<file path="config.mk">
export PLATFORM = sky130hd
export DESIGN_NAME = skew_feed_ctrl
export DESIGN_NICKNAME = d
export VERILOG_FILES = /design/src/rtl/tpu_pkg.sv /design/src/rtl/skew_delay_line.sv /design/src/rtl/skew_feed_ctrl.sv
export SDC_FILE = /design/constraint.sdc
export NUM_CORES = 1
export LEC_CHECK = 0
export ABC_CLOCK_PERIOD_IN_PS = 1900
export BUFFER_PORTS_ARGS = -buffer_cell sky130_fd_sc_hd__buf_4
export CORE_ASPECT_RATIO = 1.2
export CORE_UTILIZATION = 45
export CTS_BUF_LIST = sky130_fd_sc_hd__clkbuf_8
export DETAILED_ROUTE_END_ITERATION = 8
export HOLD_SLACK_MARGIN = 0.03
export PLACE_DENSITY_LB_ADDON = 0.2
export RECOVER_POWER = 50
export SYNTH_ARGS = -nofsm -noshare
export SYNTH_HDL_FRONTEND = slang
export SYNTH_HIERARCHICAL = 1
export SYNTH_SLANG_ARGS = --single-unit
</file>
<file path="constraint.sdc">
create_clock -name clk -period 1.9 [get_ports clk]
set_input_delay 0 -clock clk [delete_from_list [all_inputs] [get_ports clk]]
set_output_delay 0 -clock clk [all_outputs]
set_load 0.05 [all_outputs]
</file>
<file path="src/rtl/tpu_pkg.sv">
// tpu_pkg: shared types, defaults and helpers for the TPU input path.
package tpu_pkg;
    typedef enum logic [1:0] {IDLE, STREAM, DRAIN, DONE} state_e;
    localparam int DEF_DATA_WIDTH = 8;
    // Never returns less than 1 so counters stay legal for tiny arrays.
    function automatic int clog2(input int n);
        int w;
        w = 1;
        while ((1 << w) < n) w++;
        return w;
    endfunction
endpackage

</file>
<file path="src/rtl/skew_delay_line.sv">
// skew_delay_line: enabled DFF chain carrying data plus a valid bit.
module skew_delay_line
    import tpu_pkg::*;
#(
    parameter int DEPTH      = 1,
    parameter int DATA_WIDTH = DEF_DATA_WIDTH
) (
    input  logic                  clk,
    input  logic                  rst_n,
    input  logic                  en,
    input  logic [DATA_WIDTH-1:0] in_data,
    input  logic                  in_valid,
    output logic [DATA_WIDTH-1:0] out_data,
    output logic                  out_valid
);
    logic [DEPTH-1:0][DATA_WIDTH-1:0] data_q, data_d;
    logic [DEPTH-1:0]                 vld_q, vld_d;
    always_comb begin
        data_d = data_q;
        vld_d  = vld_q;
        if (en) begin
            data_d[0] = in_data;
            vld_d[0]  = in_valid;
            for (int i = 1; i < DEPTH; i++) begin
                data_d[i] = data_q[i-1];
                vld_d[i]  = vld_q[i-1];
            end
        end
    end
    always_ff @(posedge clk or negedge rst_n) begin
        if (!rst_n) begin
            data_q <= '0;
            vld_q  <= '0;
        end else begin
            data_q <= data_d;
            vld_q  <= vld_d;
        end
    end
    assign out_data  = data_q[DEPTH-1];
    assign out_valid = vld_q[DEPTH-1];
endmodule

</file>
<file path="src/rtl/skew_feed_ctrl.sv">
// skew_feed_ctrl: accepts a vector burst and skews lane r by r+1 stages
// to form the systolic wavefront, then drains with zero fill.
module skew_feed_ctrl
    import tpu_pkg::*;
#(
    parameter int ROWS       = 8,
    parameter int DATA_WIDTH = DEF_DATA_WIDTH,
    parameter int LEN_WIDTH  = 8
) (
    input  logic                       clk,
    input  logic                       rst_n,
    input  logic                       start,
    input  logic [LEN_WIDTH-1:0]       vec_len,
    input  logic                       in_valid,
    output logic                       in_ready,
    input  logic [ROWS*DATA_WIDTH-1:0] in_data,
    output logic [ROWS*DATA_WIDTH-1:0] out_data,
    output logic [ROWS-1:0]            out_valid,
    output logic                       adv,
    output logic                       busy,
    output logic                       done
);
    localparam int CW = clog2(ROWS);
    state_e               state_q, state_d;
    logic [LEN_WIDTH-1:0] len_q, len_d, cnt_q, cnt_d, cnt_inc;
    logic [CW-1:0]        drn_q, drn_d;
    logic                 adv_q, acc, sh;
    always_comb begin
        state_d = state_q;
        len_d   = len_q;
        cnt_d   = cnt_q;
        drn_d   = drn_q;
        acc     = (state_q == STREAM) && in_valid;
        cnt_inc = cnt_q + 1'b1;
        case (state_q)
            IDLE: if (start) begin
                len_d   = vec_len;
                cnt_d   = '0;
                drn_d   = '0;
                state_d = (vec_len == '0) ? DONE : STREAM;
            end
            STREAM: if (acc) begin
                cnt_d = cnt_inc;
                if (cnt_inc == len_q) state_d = (ROWS == 1) ? DONE : DRAIN;
            end
            DRAIN: begin
                drn_d = drn_q + 1'b1;
                if (int'(drn_q) == ROWS - 2) state_d = DONE;
            end
            default: state_d = IDLE;
        endcase
        sh = acc || (state_q == DRAIN);
    end
    always_ff @(posedge clk or negedge rst_n) begin
        if (!rst_n) begin
            state_q <= IDLE;
            len_q   <= '0;
            cnt_q   <= '0;
            drn_q   <= '0;
            adv_q   <= 1'b0;
        end else begin
            state_q <= state_d;
            len_q   <= len_d;
            cnt_q   <= cnt_d;
            drn_q   <= drn_d;
            adv_q   <= sh;
        end
    end
    assign in_ready = (state_q == STREAM);
    assign busy     = (state_q != IDLE);
    assign done     = (state_q == DONE);
    assign adv      = adv_q;
    // Drain shifts load zero data with valid low, keeping idle lanes at 0.
    for (genvar r = 0; r < ROWS; r++) begin : g_lane
        skew_delay_line #(
            .DEPTH      (r + 1),
            .DATA_WIDTH (DATA_WIDTH)
        ) u_dl (
            .clk       (clk),
            .rst_n     (rst_n),
            .en        (sh),
            .in_data   (acc ? in_data[r*DATA_WIDTH +: DATA_WIDTH] : '0),
            .in_valid  (acc),
            .out_data  (out_data[r*DATA_WIDTH +: DATA_WIDTH]),
            .out_valid (out_valid[r])
        );
    end
endmodule

</file>
==> results of run 1 <==
==> report_power, final <==
group          internal, W  leakage (nW)  switching (W)
Combinational      0.00966          4.97        0.00715
Sequential         0.00972          4.71        0.00138
Clock              0.00340         0.653        0.00297
Total               0.0228          10.3         0.0115
==> timing repair <==
action / in CTS / in global routing
gates cloned: 0 / 35
setup buffers: 3 / 14
resized for setup: 12 / 40
pin swaps: 1 / 2
setup endpoints to repair: 3 / 219
hold endpoints to repair: 430 / 0
hold buffers: 77 / 0
==> worst paths after layout <==
check,start,end,depth (start not counted)
hold reg to reg,g_lane[5].u_dl/data_q[20],g_lane[5].u_dl/data_q[28],1
setup / recovery,state_q[0],g_lane[2].u_dl/out_data[1],7
setup reg to reg,state_q[0],g_lane[2].u_dl/out_data[1],7
max in group asynchronous,rst_n,g_lane[5].u_dl/out_data[4],4
min in group asynchronous,rst_n,g_lane[4].u_dl/data_q[5],4
hold / removal,vec_len[2],len_q[2],3
==> through the flow <==
| step | hold slack, ps | utilization |
|---|---|---|
| 2_1_floorplan | -296 | - |
| 3_3_place_gp | -92.6 | 0.497 |
| 5_1_grt | 164 | 0.585 |
| 4_1_cts | 139 | 0.555 |
| 3_5_place_dp | -87.7 | 0.497 |
| 6_report | 200 | 0.585 |
==> tightest hold or removal path: stages <==
cell and delay, ps:
dlygate4sd3_1 530, buf_4 110, mux2_2 130
==> layer usage <==
layer	up-vias	wire length, um
met1	4358	14100
met4	0	874
li1	3964	-
met5	-	0
met2	195	14100
met3	72	1670
==> cell type report <==
cell class              instances  area, sq um
fillers                      2736        14300
flip-flops and latches        346         8660
multi-input cells             510         6080
repair buffers                333         3620
clock buffers                  72          991
well taps                     456          571
clock inverters                29          140
inverters                       6         22.5
diodes                          2         5.00
==> logic make-up after synthesis <==
family / share of synthesized area
AOI/OAI and AO/OA: 0.0168
xor gates and xnor gates: 0.00443
adders and majority gates: 0.00554
buffers and inverters: 0.0751
DFF: 0.547
muxes: 0.308
and+or+nand+nor: 0.0431
==> synthesized netlist by cell type (all sizes together) <==
cell	instances	share of area
a2111oi	1	0.00095
a211oi	1	0.00047
a21boi	1	0.00047
a21o	4	0.0019
a21oi	3	0.00095
a22o	4	0.0022
a31oi	3	0.0012
and2	2	0.00079
and3	65	0.026
buf	96	0.069
clkbuf	19	0.0045
dfrtp	346	0.55
ha	7	0.0055
inv	6	0.0014
mux2	334	0.31
mux2i	2	0.0013
nand2	10	0.0024
nand2b	3	0.0012
nand3	5	0.0016
nand4	9	0.0040
nor2	13	0.0031
nor2b	2	0.00079
nor3	5	0.0016
nor4	1	0.00040
o211ai	2	0.00095
o21ai	14	0.0044
o22ai	1	0.00040
o311a	1	0.00063
o311ai	1	0.00055
o31a	3	0.0017
or2	1	0.00040
or3	2	0.00079
or4	1	0.00047
xnor2	5	0.0028
xor2	3	0.0017
==> flip-flops by register name, summed over array words and instances (netlist names) <==
signal / cells
adv: 1
cnt_q: 8
drn_q: 3
g_lane.u_dl/data_q: 224
g_lane.u_dl/out_data: 64
g_lane.u_dl/out_valid: 1
g_lane.u_dl/vld_q: 35
len_q: 8
state_q: 2
==> metrics.md, run 1 <==
| Metric | Value |
|---|---|
| Worst-path clk slew | `60 ps` |
| GR Util met1 | `0.216` |
| Dpl cell area | `17,100 sq um` |
| WP buf/inv | `3` |
| Most frequent cells in the layout | `345 x dfrtp_1, 290 x mux2_4, 190 x buf_4` |
| Worst Hold Class | `input pin to flip-flop` |
| Die area | `35,900 sq um` |
| Instance count of the mapped netlist | `976` |
| DRT iter0 DRCs | `309` |
| Crit share post-route | `1.05` |
| Die height | `207 um` |
| Setup ws final | `-86.9 ps` |
| Least-Margin Pin Slew | `970 ps` |
| Failing checks | `setup timing` |
| Die Width | `173 um` |
| CP endpoint kind | `flip-flop` |
| Fin area | `20,100 sq um` |
| R2r setup slk | `-90 ps` |
| GRT Total Usage | `0.160` |
| Area grow syn2layout | `27.0%` |
| CTS buffer count | `55` |
| Min Tclk post-route | `1990 ps` |
| Gpl congestion | `0.872` |
| Pwr Density | `1710 nW/um^2` |
| GRT met3 Usage | `0.0427` |
| Final Max Slew Viols | `0` |
| Total Neg Setup Slack | `-8430 ps` |
| Layout Nets | `1,335` |
| Synthesized area per cell | `16.2 sq um` |
| CP peak stage delay | `390 ps` |
| Synth cell types | `43` |
| Max Clock Freq | `503 MHz` |
| DP Cell Count | `1,522` |
| Seq/Total Area, Yosys | `0.547` |
| Power consumption | `0.0343 W` |
| Clk_lat worst skew | `610 ps` |
| Critical path data required time | `2390 ps` |
| Most common cell after layout, fill and taps aside | `dfrtp_1` |
| Synthesized Nets | `1,059` |
| Core region area | `34,400 sq um` |
| WS Path Type | `flip-flop to flip-flop` |
| Most used routing layer | `met2` |
| Layout cell share with drive strength beyond 1 | `0.535` |
| Most frequent CP cell | `clkbuf_16` |
| Grt met2 use | `0.243` |
| Port bufs | `151` |
| Pre-antenna DRT Iters | `4` |
| Wirelength per Cell | `17.6 um` |
| CP Cell Sequence | `buf_6 -> ha_4 -> and2_4 -> or2_4 -> clkbuf_16 -> clkbuf_16 -> mux2_4` |
| H-Tree Depth | `2` |
| CP delay by family, top | `buffers and inverters` |
| CP max-delay cell | `dfrtp_1` |
| Largest net degree at the start of global routing | `92` |
| First-pass GRT wire length | `47.0 mm` |
| Worst IR Drop VDD | `0.985 mV` |
| Initial core utilization | `0.460` |
| Clk sinks | `346` |
| Site Rows | `74` |
| Max-Cap Viols | `0` |
| I/O pins | `152` |
| Post-DP HPWL | `16.6 mm` |
| Arr. time, crit path | `2480 ps` |
| Congestion Overflow GR | `0` |
| Initial antenna violation count | `2` |
| Mapped Area | `15,800 sq um` |
| Via count | `8,589` |
| Synth Register Bits | `346` |
| CTS tree | `done` |
| Synth warn | `6` |
| Vias in the first global route | `8,958` |
| Final setup viols | `225` |
| Pleak | `10.3 nW` |
| Hold Fails Final Rpt | `0` |
| RSZ-0062 raised after global routing | `yes` |
| Max FO, Critical Path | `7` |
| Root buffer cell | `clkbuf_8` |
| DP Worst Slack | `-159 ps` |
| Routed WL | `30.8 mm` |
| Final ANT Viol Nets | `0` |
| Post-Layout Cell Count | `1,754` |
| Status | `complete, but fails checks` |
| DRC errors left | `0` |
| Worst Skew | `22.1 ps` |
| Rel. slew slack | `0.353` |
| Worst Setup Start Kind | `flip-flop` |
| Clock buffer depth | `3` |
| Vias/cell | `4.90` |
No activity file was read; power rests on OpenSTA's default activity.
==> inputs of run 2 (changes only) <==
--- a/constraint.sdc
+++ b/constraint.sdc
@@ -3,2 +3,2 @@
 set_output_delay 0 -clock clk [all_outputs]
-set_load 0.05 [all_outputs]
+set_load 0.005 [all_outputs]
==> metrics.md, run 2 (synthesis results as in run 1) <==
| Metric | Value |
|---|---|
| Failing checks | `capacitance limit, slew limit, setup timing` |
| Layout cell share with drive strength beyond 1 | `0.527` |
| Rel. slew slack | `-0.0876` |
| I/O pins | `152` |
| Highest routed layer | `met4` |
| R2r setup slk | `-110 ps` |
| Initial antenna violation count | `2` |
| Most flops, register | `g_lane.u_dl/data_q` |
| Clk_lat worst skew | `610 ps` |
| Routed WL | `29.9 mm` |
| Pwr Density | `1600 nW/um^2` |
| Worst Setup Start Kind | `flip-flop` |
| Vias/cell | `4.83` |
| Die area | `35,900 sq um` |
| Final ANT Viol Nets | `0` |
| Vias in the first global route | `8,905` |
| Root buffer cell | `clkbuf_8` |
| Setup ws final | `-106 ps` |
| Site Rows | `74` |
| Area grow syn2layout | `25.5%` |
| Port bufs | `151` |
| CP endpoint kind | `flip-flop` |
| Dpl cell area | `17,300 sq um` |
| Congestion Overflow GR | `0` |
| Total Neg Setup Slack | `-17,560 ps` |
| # fillers | `2,703` |
| Via count | `8,459` |
| Worst Skew | `29.8 ps` |
| Die Width | `173 um` |
| Met2 WL | `13.7 mm` |
| Pleak | `10.3 nW` |
| CP max-delay cell | `dfrtp_1` |
| Status | `complete, but fails checks` |
| Crit share post-route | `1.06` |
| Worst R2R Start | `state_q[0]` |
| WS Path Type | `flip-flop to flip-flop` |
| Initial core utilization | `0.460` |
| Layout Nets | `1,335` |
| Largest register FFs | `224` |
| Final setup viols | `289` |
| Hold Fails Final Rpt | `0` |
| Min Tclk post-route | `2010 ps` |
| DR WL met3 | `1.74 mm` |
| Pre-antenna DRT Iters | `4` |
| DRC errors left | `0` |
| CP peak stage delay | `420 ps` |
| Least-Margin Pin Slew | `1630 ps` |
| H-Tree Depth | `2` |
| CTS tree | `done` |
| Critical path data required time | `2360 ps` |
| Clk sinks | `346` |
| CTS buffer count | `56` |
| CP Cell Sequence | `buf_6 -> ha_4 -> and2_4 -> or2_4 -> buf_12 -> clkbuf_16 -> buf_16 -> mux2_4` |
| Max Clock Freq | `499 MHz` |
| GRT Total Usage | `0.163` |
| Worst r2r path cells | `8` |
| Arr. time, crit path | `2470 ps` |
| Worst IR Drop VDD | `0.707 mV` |
| First-pass GRT wire length | `47.8 mm` |
| Fin area | `19,800 sq um` |
| Post-DP HPWL | `17.6 mm` |
| Max FO, Critical Path | `8` |
| Final Max Slew Viols | `31` |
| Most frequent cells in the layout | `346 x dfrtp_1, 291 x mux2_4, 185 x buf_4` |
| DP Worst Slack | `-77.1 ps` |
| Worst reg2reg path endpoint | `g_lane[7].u_dl/vld_q[2]` |
| Clock buffer depth | `3` |
| Worst hold slack | `59.5 ps` |
| RSZ-0062 raised after global routing | `yes` |
| Worst Hold Class | `input pin to async pin` |
| Worst-path clk slew | `70 ps` |
| Largest net degree at the start of global routing | `55` |
| Core region area | `34,400 sq um` |
| Power consumption | `0.0317 W` |
| Die height | `207 um` |
| Max-Cap Viols | `1` |
| Most common cell after layout, fill and taps aside | `dfrtp_1` |
| Wirelength per Cell | `17.0 um` |
| DRT met1 WL | `13.6 mm` |
| Gpl congestion | `0.814` |
| DRT iter0 DRCs | `269` |
## run 2: worst max path at each step
stage	start	end	slack (ps)	cells after the start
global route	cnt_q[1]	state_q[0]	-200	7
CTS	cnt_q[0]	state_q[1]	-60	7
detailed placement	cnt_q[0]	state_q[1]	-80	7
global placement	cnt_q[0]	state_q[1]	-60	7
floorplan	cnt_q[0]	state_q[0]	-6	7
finish	state_q[0]	g_lane[7].u_dl/vld_q[2]	-110	8
## run 2: stage by stage
stage                      util  cells
after CTS                 0.560   1723
after detailed placement  0.503   1546
after global placement    0.503   1546
after floorplan               -    976
final                     0.578   1753
after global routing      0.578   1753
## run 2: layout make-up
cell class,count,area (sq um),share of cell area
clock buffers,71,977,0.0492
inverters,6,22.5,0.00113
well taps,456,571,0.0287
multi-input cells,509,6050,0.305
repair buffers,333,3400,0.171
diodes,2,5.00,0.000252
flip-flops and latches,346,8660,0.436
clock inverters,30,166,0.00838
## run 2: power breakdown
group          total (W)  switching [W]  internal (W)
clock network    0.00640        0.00291       0.00350
logic             0.0141        0.00505       0.00909
registers         0.0111        0.00141       0.00972
total             0.0317        0.00937        0.0223
## run 2: timing repair
| action | in CTS | in global routing |
|---|---|---|
| hold buffers | 76 | 0 |
| pin swaps | 0 | 6 |
| endpoints found under the setup margin | 2 | 89 |
| buffers inserted | 0 | 10 |
| cloned | 0 | 18 |
| gates resized for setup | 1 | 46 |
| endpoints found under the hold margin | 431 | 0 |
## run 2: metal layers
metal | up-vias | global-route usage
met5 | - | 0
met4 | 0 | 0.0616
met3 | 48 | 0.0473
met2 | 190 | 0.247
met1 | 4250 | 0.220
li1 | 3971 | -
## run 2: worst max-delay path: cells and delay by family (launching register included)
kind / cells / cell delay, ps
and+or+nand+nor: 2 / 380
adders and majority gates: 1 / 160
buffers and inverters: 4 / 610
muxes: 1 / 300
DFF: 1 / 420
